===== src/rtl/ps2_host_tx.sv =====
`default_nettype none
// ============================================================================
//  Module      : ps2_host_tx
//  Description : PS/2 host-to-device transmitter. Sends one command byte to
//                the keyboard over open-collector PS2C/PS2D drive enables,
//                with input filtering, odd parity, ack check and watchdogs.
//  Revision    : 1.0 - initial release
// ============================================================================
module ps2_host_tx #(
    parameter int INHIBIT_CYC  = 3000,
    parameter int START_TO_CYC = 375000,
    parameter int BIT_TO_CYC   = 5000
) (
    input  logic       clk,
    input  logic       RSTN,
    input  logic [7:0] tx_data,
    input  logic       tx_start,
    input  logic       ps2c_in,
    input  logic       ps2d_in,
    output logic       ps2c_oe,
    output logic       ps2d_oe,
    output logic       busy,
    output logic       done,
    output logic [1:0] err_code
);

    // One shared counter serves the inhibit timer and every watchdog, so it
    // is sized for the largest of the three limits.
    localparam int c_MAX_AB  = (INHIBIT_CYC > START_TO_CYC) ? INHIBIT_CYC : START_TO_CYC;
    localparam int c_CNT_MAX = (c_MAX_AB > BIT_TO_CYC) ? c_MAX_AB : BIT_TO_CYC;
    localparam int c_CNT_W   = $clog2(c_CNT_MAX + 1);

    localparam logic [c_CNT_W-1:0] c_INH_LAST   = c_CNT_W'(INHIBIT_CYC - 1);
    localparam logic [c_CNT_W-1:0] c_START_LAST = c_CNT_W'(START_TO_CYC - 1);
    localparam logic [c_CNT_W-1:0] c_BIT_LAST   = c_CNT_W'(BIT_TO_CYC - 1);

    localparam logic [1:0] c_ERR_OK      = 2'b00;
    localparam logic [1:0] c_ERR_NOACK   = 2'b01;
    localparam logic [1:0] c_ERR_TIMEOUT = 2'b10;

    typedef enum logic [3:0] {
        S_IDLE      = 4'd0,
        S_INHIBIT   = 4'd1,
        S_REQ       = 4'd2,
        S_WAIT_DEV  = 4'd3,
        S_SEND      = 4'd4,
        S_ACK       = 4'd5,
        S_LINE_IDLE = 4'd6,
        S_FAIL      = 4'd7,
        S_DONE      = 4'd8
    } state_t;

    logic [1:0]         r_c_sync;
    logic [1:0]         r_d_sync;
    logic [3:0]         r_c_hist;
    logic [3:0]         r_d_hist;
    logic               r_c_filt;
    logic               r_d_filt;
    logic               r_fall;

    state_t             r_state;
    logic [9:0]         r_sh;
    logic [3:0]         r_bitcnt;
    logic [c_CNT_W-1:0] r_cnt;

    // Synchronize both pins, then accept a new level only after four equal
    // samples; the fall pulse lines up with the filtered clock dropping.
    always_ff @(posedge clk or negedge RSTN) begin
        if (!RSTN) begin
            r_c_sync <= 2'b11;
            r_d_sync <= 2'b11;
            r_c_hist <= 4'hF;
            r_d_hist <= 4'hF;
            r_c_filt <= 1'b1;
            r_d_filt <= 1'b1;
            r_fall   <= 1'b0;
        end else begin
            r_c_sync <= {r_c_sync[0], ps2c_in};
            r_d_sync <= {r_d_sync[0], ps2d_in};
            r_c_hist <= {r_c_hist[2:0], r_c_sync[1]};
            r_d_hist <= {r_d_hist[2:0], r_d_sync[1]};
            if (r_c_hist == 4'h0) begin
                r_c_filt <= 1'b0;
            end else if (r_c_hist == 4'hF) begin
                r_c_filt <= 1'b1;
            end
            if (r_d_hist == 4'h0) begin
                r_d_filt <= 1'b0;
            end else if (r_d_hist == 4'hF) begin
                r_d_filt <= 1'b1;
            end
            r_fall <= r_c_filt & (r_c_hist == 4'h0);
        end
    end

    // Transaction sequencer; all pin enables and status are registered here.
    always_ff @(posedge clk or negedge RSTN) begin
        if (!RSTN) begin
            r_state  <= S_IDLE;
            r_sh     <= '0;
            r_bitcnt <= '0;
            r_cnt    <= '0;
            ps2c_oe  <= 1'b0;
            ps2d_oe  <= 1'b0;
            busy     <= 1'b0;
            done     <= 1'b0;
            err_code <= c_ERR_OK;
        end else begin
            done <= 1'b0;
            case (r_state)
                S_IDLE: begin
                    ps2c_oe <= 1'b0;
                    ps2d_oe <= 1'b0;
                    if (tx_start) begin
                        // Frame after the start bit: data LSB first, odd parity, stop.
                        r_sh     <= {1'b1, ~^tx_data, tx_data};
                        err_code <= c_ERR_OK;
                        busy     <= 1'b1;
                        ps2c_oe  <= 1'b1;
                        r_cnt    <= '0;
                        r_state  <= S_INHIBIT;
                    end
                end
                S_INHIBIT: begin
                    if (r_cnt == c_INH_LAST) begin
                        ps2d_oe <= 1'b1;
                        r_state <= S_REQ;
                    end else begin
                        r_cnt <= r_cnt + 1'b1;
                    end
                end
                S_REQ: begin
                    // Release the clock, keep the start bit on data.
                    ps2c_oe <= 1'b0;
                    r_cnt   <= '0;
                    r_state <= S_WAIT_DEV;
                end
                S_WAIT_DEV: begin
                    if (r_fall) begin
                        ps2d_oe  <= ~r_sh[0];
                        r_sh     <= {1'b1, r_sh[9:1]};
                        r_bitcnt <= 4'd1;
                        r_cnt    <= '0;
                        r_state  <= S_SEND;
                    end else if (r_cnt == c_START_LAST) begin
                        ps2d_oe  <= 1'b0;
                        err_code <= c_ERR_TIMEOUT;
                        r_state  <= S_FAIL;
                    end else begin
                        r_cnt <= r_cnt + 1'b1;
                    end
                end
                S_SEND: begin
                    if (r_fall) begin
                        ps2d_oe  <= ~r_sh[0];
                        r_sh     <= {1'b1, r_sh[9:1]};
                        r_bitcnt <= r_bitcnt + 1'b1;
                        r_cnt    <= '0;
                        // The fall seen with bitcnt 9 is edge 10: stop bit released.
                        if (r_bitcnt == 4'd9) begin
                            r_state <= S_ACK;
                        end
                    end else if (r_cnt == c_BIT_LAST) begin
                        ps2d_oe  <= 1'b0;
                        err_code <= c_ERR_TIMEOUT;
                        r_state  <= S_FAIL;
                    end else begin
                        r_cnt <= r_cnt + 1'b1;
                    end
                end
                S_ACK: begin
                    if (r_fall) begin
                        err_code <= r_d_filt ? c_ERR_NOACK : c_ERR_OK;
                        r_cnt    <= '0;
                        r_state  <= S_LINE_IDLE;
                    end else if (r_cnt == c_BIT_LAST) begin
                        ps2d_oe  <= 1'b0;
                        err_code <= c_ERR_TIMEOUT;
                        r_state  <= S_FAIL;
                    end else begin
                        r_cnt <= r_cnt + 1'b1;
                    end
                end
                S_LINE_IDLE: begin
                    if (r_c_filt && r_d_filt) begin
                        busy    <= 1'b0;
                        done    <= 1'b1;
                        r_state <= S_DONE;
                    end else if (r_cnt == c_BIT_LAST) begin
                        err_code <= c_ERR_TIMEOUT;
                        r_state  <= S_FAIL;
                    end else if (r_fall) begin
                        r_cnt <= '0;
                    end else begin
                        r_cnt <= r_cnt + 1'b1;
                    end
                end
                S_FAIL: begin
                    ps2c_oe <= 1'b0;
                    ps2d_oe <= 1'b0;
                    busy    <= 1'b0;
                    done    <= 1'b1;
                    r_state <= S_DONE;
                end
                S_DONE: begin
                    // A request arriving here is dropped on purpose.
                    ps2c_oe <= 1'b0;
                    ps2d_oe <= 1'b0;
                    r_state <= S_IDLE;
                end
                default: begin
                    ps2c_oe <= 1'b0;
                    ps2d_oe <= 1'b0;
                    busy    <= 1'b0;
                    r_state <= S_IDLE;
                end
            endcase
        end
    end

endmodule
`default_nettype wire


===== config.mk =====
export PLATFORM = sky130hd
export DESIGN_NAME = ps2_host_tx
export DESIGN_NICKNAME = d
export VERILOG_FILES = /design/src/rtl/ps2_host_tx.sv
export SDC_FILE = /design/constraint.sdc
export NUM_CORES = 1
export LEC_CHECK = 0
export BUFFER_PORTS_ARGS = -buffer_cell sky130_fd_sc_hd__buf_2
export CORE_MARGIN = 1
export CORE_UTILIZATION = 45
export CTS_BUF_LIST = sky130_fd_sc_hd__clkbuf_2 sky130_fd_sc_hd__clkbuf_4 sky130_fd_sc_hd__clkbuf_8
export CTS_CLUSTER_DIAMETER = 60
export CTS_CLUSTER_SIZE = 8
export DETAILED_ROUTE_END_ITERATION = 16
export GPL_TIMING_DRIVEN = 1
export PLACE_DENSITY = 0.6
export SLEW_MARGIN = 20
export SYNTH_ARGS = -nofsm -noshare
export SYNTH_HDL_FRONTEND = slang
export SYNTH_SLANG_ARGS = --single-unit

===== constraint.sdc =====
create_clock -name clk -period 4.97 [get_ports clk]
set_input_delay 0.2485 -clock clk [delete_from_list [all_inputs] [get_ports clk]]
set_output_delay 0.2485 -clock clk [all_outputs]
set_load 0.02 [all_outputs]

==> run metrics <==
routability cong. 0.847; register clock-pin slew on the reported worst setup and hold paths 0.08 ns; post_cts resized 0; Compound-Gate Fraction of Synth Area 23.0%; Min-Delay Path Class in -> async; Clock Skew 0.00904 ns; htree depth 3; total routed wirelength 7650 um; Tcrit/Tclk final 53.1%; final hold violation count 0; die area 7750 sq um; RSZ-0062 raised after global routing no; reg2reg path depth 4; Post-Synth Adder-Cell Area 1.13%; Post-synth EDFFs 0; total CTS buffers 9; library cells used by synthesis 66; Final setup viols 0; vias per cell 5.98; final setup TNS 0 ns; Skew-Pair Late Insertion Delay 0.35 ns; met1 Track Usage GR 28.7%; Layout Utilization 53.1%; Net Count, Synth 366; total iterations of the first detailed-routing run 4; Hold-fix buffers, CTS 2; Worst Path Max Fanout 21; Port Buf Inserts 18; GR Overflow Total 0; Simple-Gate Fraction of Synth Area 20.8%; mean post-synth cell area 9.52 sq um; core area 6980 sq um; TritonCTS Sinks 58; overall global routing resource usage 21.7%; largest net degree at the start of global routing 59; antenna-violating nets left 0; Slew @ Worst Pin 0.875 ns; total power draw 1.90 mW; Mapped Area 3330 sq um; Top Ports 19; fillers 662; GRT Max-Usage Layer met2; detailed-route wire length per cell 16.5 um; crit path capture type flip-flop; Worst Path Class, Setup reg -> reg; met2 track demand over resource 32.4%; row count 30; crit path time final 2.64 ns; GR Util met3 7.92%; Area growth, synth to finish 11.4%; PD cells 513 nW/um^2; layout cells sized above 1 18.8%; vias in the first global route 2,603; CTS tree built; flop2flop setup slack 2.33 ns; maxcap violations 0; die width 88.0 um; Initial DRC Count 181; Mapped Cells 350; vias 2,777; Synth Register Bits 58; LEAKAGE 1.48 nW; die height 88.0 um; # nets final 379; VDD IR max 214 uV; Max-slew headroom 41.6%; Async S/R FF share, synth 100%; final max-slew violation count 0; mux cell area share after synthesis 3.64%; top_reg_cell synth dfrtp_1; Post-Synth XOR/XNOR Area 2.10%; r2r startpoint r_state[2]$_DFFE_PN0P_; initial antenna violation count 0; CP Data Arrival Time 2.93 ns; Critical Path Start Type flip-flop; Synth Warn # 0; required time of the worst setup path 5.26 ns; Non-Filler Instances 464; Worst R2R End r_cnt[17]$_DFFE_PN0P_; clk root buf clkbuf_8; first-pass GRT wire length 12,700 um; fmax 0.379 GHz; Seq/Total Area, Yosys 44.1%; n_diodes 0; placed instance count 446; clk buf depth 2; Remaining DRCs 0; post-DP HPWL 4980 um; Initial Util 47.7%; largest family of logic cells by synthesized area compound AO/OA/AOI/OAI gates; post-CTS setup buffers 0; status completed
-- per-layer routing --
layer | vias up | share of wire (%)
met5 | - | 0
met4 | 0 | 1.8
met3 | 15 | 6.0
met2 | 97 | 45
met1 | 1329 | 47
li1 | 1336 | -
-- registers in the layout, indices dropped and copies added (netlist names), 2 cells and up --
signal	cells
err_code	2
r_bitcnt	4
r_c_hist	4
r_c_sync	2
r_cnt	19
r_d_hist	4
r_d_sync	2
r_sh	10
r_state	4
-- synth_stat cells (2+ instances only) --
cell type | n | area (sq um)
o31ai_1 | 2 | 15.0
a21oi_1 | 10 | 50.1
o21bai_1 | 2 | 15.0
o221ai_1 | 5 | 43.8
buf_2 | 9 | 45.0
nand3_1 | 10 | 50.1
and2_1 | 5 | 31.3
a22o_1 | 12 | 105
a21boi_0 | 2 | 15.0
a31oi_1 | 4 | 25.0
nand3_2 | 2 | 20.0
o22ai_1 | 2 | 12.5
a221o_1 | 6 | 60.1
o2111ai_1 | 2 | 17.5
nand2_1 | 28 | 105
nand3b_1 | 3 | 22.5
nor2_1 | 25 | 93.8
or3_1 | 3 | 18.8
nor4b_2 | 2 | 30.0
clkbuf_1 | 7 | 26.3
dfstp_2 | 14 | 368
a211oi_1 | 4 | 30.0
or2_2 | 2 | 12.5
o21a_1 | 2 | 15.0
inv_1 | 15 | 56.3
nor3_1 | 9 | 45.0
ha_1 | 3 | 37.5
nor4_1 | 7 | 43.8
dfrtp_1 | 44 | 1100
nand4_1 | 8 | 50.1
a21o_1 | 2 | 15.0
o21ai_0 | 27 | 135
nor2b_1 | 6 | 37.5
and3_1 | 3 | 18.8
buf_4 | 4 | 30.0
nand2b_1 | 4 | 25.0
a221oi_1 | 3 | 26.3
mux2i_1 | 11 | 110
nor3b_1 | 2 | 15.0
o211ai_1 | 6 | 45.0
xnor2_1 | 7 | 61.3
a2111o_1 | 2 | 22.5
-- logic make-up (layout without fill, tap and decap cells) --
kind of cell	Yosys count	in the layout
simple gates	127	127
fa+ha+maj	3	3
mux	12	12
compound gates	105	105
buf+inv	37	55
xor+xnor	8	8
flops	58	58
-- cell type report --
| type | count | area, sq um | area share, % |
|---|---|---|---|
| clock inverters | 7 | 103 | 2.77 |
| inverters | 15 | 56.3 | 1.52 |
| repair buffers | 24 | 140 | 3.78 |
| clock buffers | 9 | 124 | 3.34 |
| multi-input cells | 255 | 1700 | 45.8 |
| flip-flops and latches | 58 | 1470 | 39.6 |
| well taps | 96 | 120 | 3.24 |
-- report_power, final --
part           switching [mW]  internal [mW]  leakage, nW
combinational           0.414          0.307        0.642
clock                   0.215          0.286        0.110
sequential              0.116          0.567        0.730
-- placed cells by master (no fill, tap or decap), types with 3 or more instances in the layout --
master | Yosys | routed
o21ai_0 | 27 | 27
a221o_1 | 6 | 6
nand4_1 | 8 | 8
a22o_1 | 12 | 12
nor2_1 | 25 | 25
a221oi_1 | 3 | 3
nand2b_1 | 4 | 4
nand2_1 | 28 | 28
and2_1 | 5 | 5
dfrtp_1 | 44 | 44
a21oi_1 | 10 | 10
nor4_1 | 7 | 7
mux2i_1 | 11 | 11
a31oi_1 | 4 | 4
dfstp_2 | 14 | 14
xnor2_1 | 7 | 7
o221ai_1 | 5 | 5
nand3_1 | 10 | 10
inv_1 | 15 | 15
or3_1 | 3 | 3
ha_1 | 3 | 3
nor3_1 | 9 | 9
nand3b_1 | 3 | 3
nor2b_1 | 6 | 6
clkbuf_8 | 0 | 9
a211oi_1 | 4 | 4
buf_4 | 4 | 4
and3_1 | 3 | 3
o211ai_1 | 6 | 6
buf_2 | 9 | 18
clkinv_4 | 0 | 3
-- worst max-delay path, stage by stage, from the launching register on --
cell	delay, ns
dfrtp_1	0.59
a21o_1	0.28
a2111o_1	0.64
a211oi_2	0.82
a22o_1	0.24
-- how the worst max path moves through the flow --
| stage | start | endpoint | slack [ns] | cells past startpoint |
|---|---|---|---|---|
| 4_1_cts | r_state[2]$_DFFE_PN0P_ | r_cnt[17]$_DFFE_PN0P_ | 2.35 | 4 |
| 3_3_place_gp | r_state[2]$_DFFE_PN0P_ | r_cnt[5]$_DFFE_PN0P_ | 2.42 | 4 |
| 2_1_floorplan | r_cnt[0]$_DFFE_PN0P_ | r_cnt[5]$_DFFE_PN0P_ | 2.97 | 7 |
| 5_1_grt | r_state[2]$_DFFE_PN0P_ | r_cnt[9]$_DFFE_PN0P_ | 2.25 | 4 |
| 6_report | r_state[2]$_DFFE_PN0P_ | r_cnt[17]$_DFFE_PN0P_ | 2.33 | 4 |
| 3_5_place_dp | r_state[2]$_DFFE_PN0P_ | r_cnt[10]$_DFFE_PN0P_ | 2.35 | 4 |
-- through the flow --
step,cell area (sq um),worst slack [ns],hold WS (ns)
after detailed placement,3460,2.35,0.349
after global routing,3710,2.25,0.105
after global placement,3460,2.42,0.346
after CTS,3710,2.35,0.0711
after floorplan,3330,2.97,-0.0471
final,3710,2.33,0.0138
Note: power is estimated with default switching activity, not from simulation.
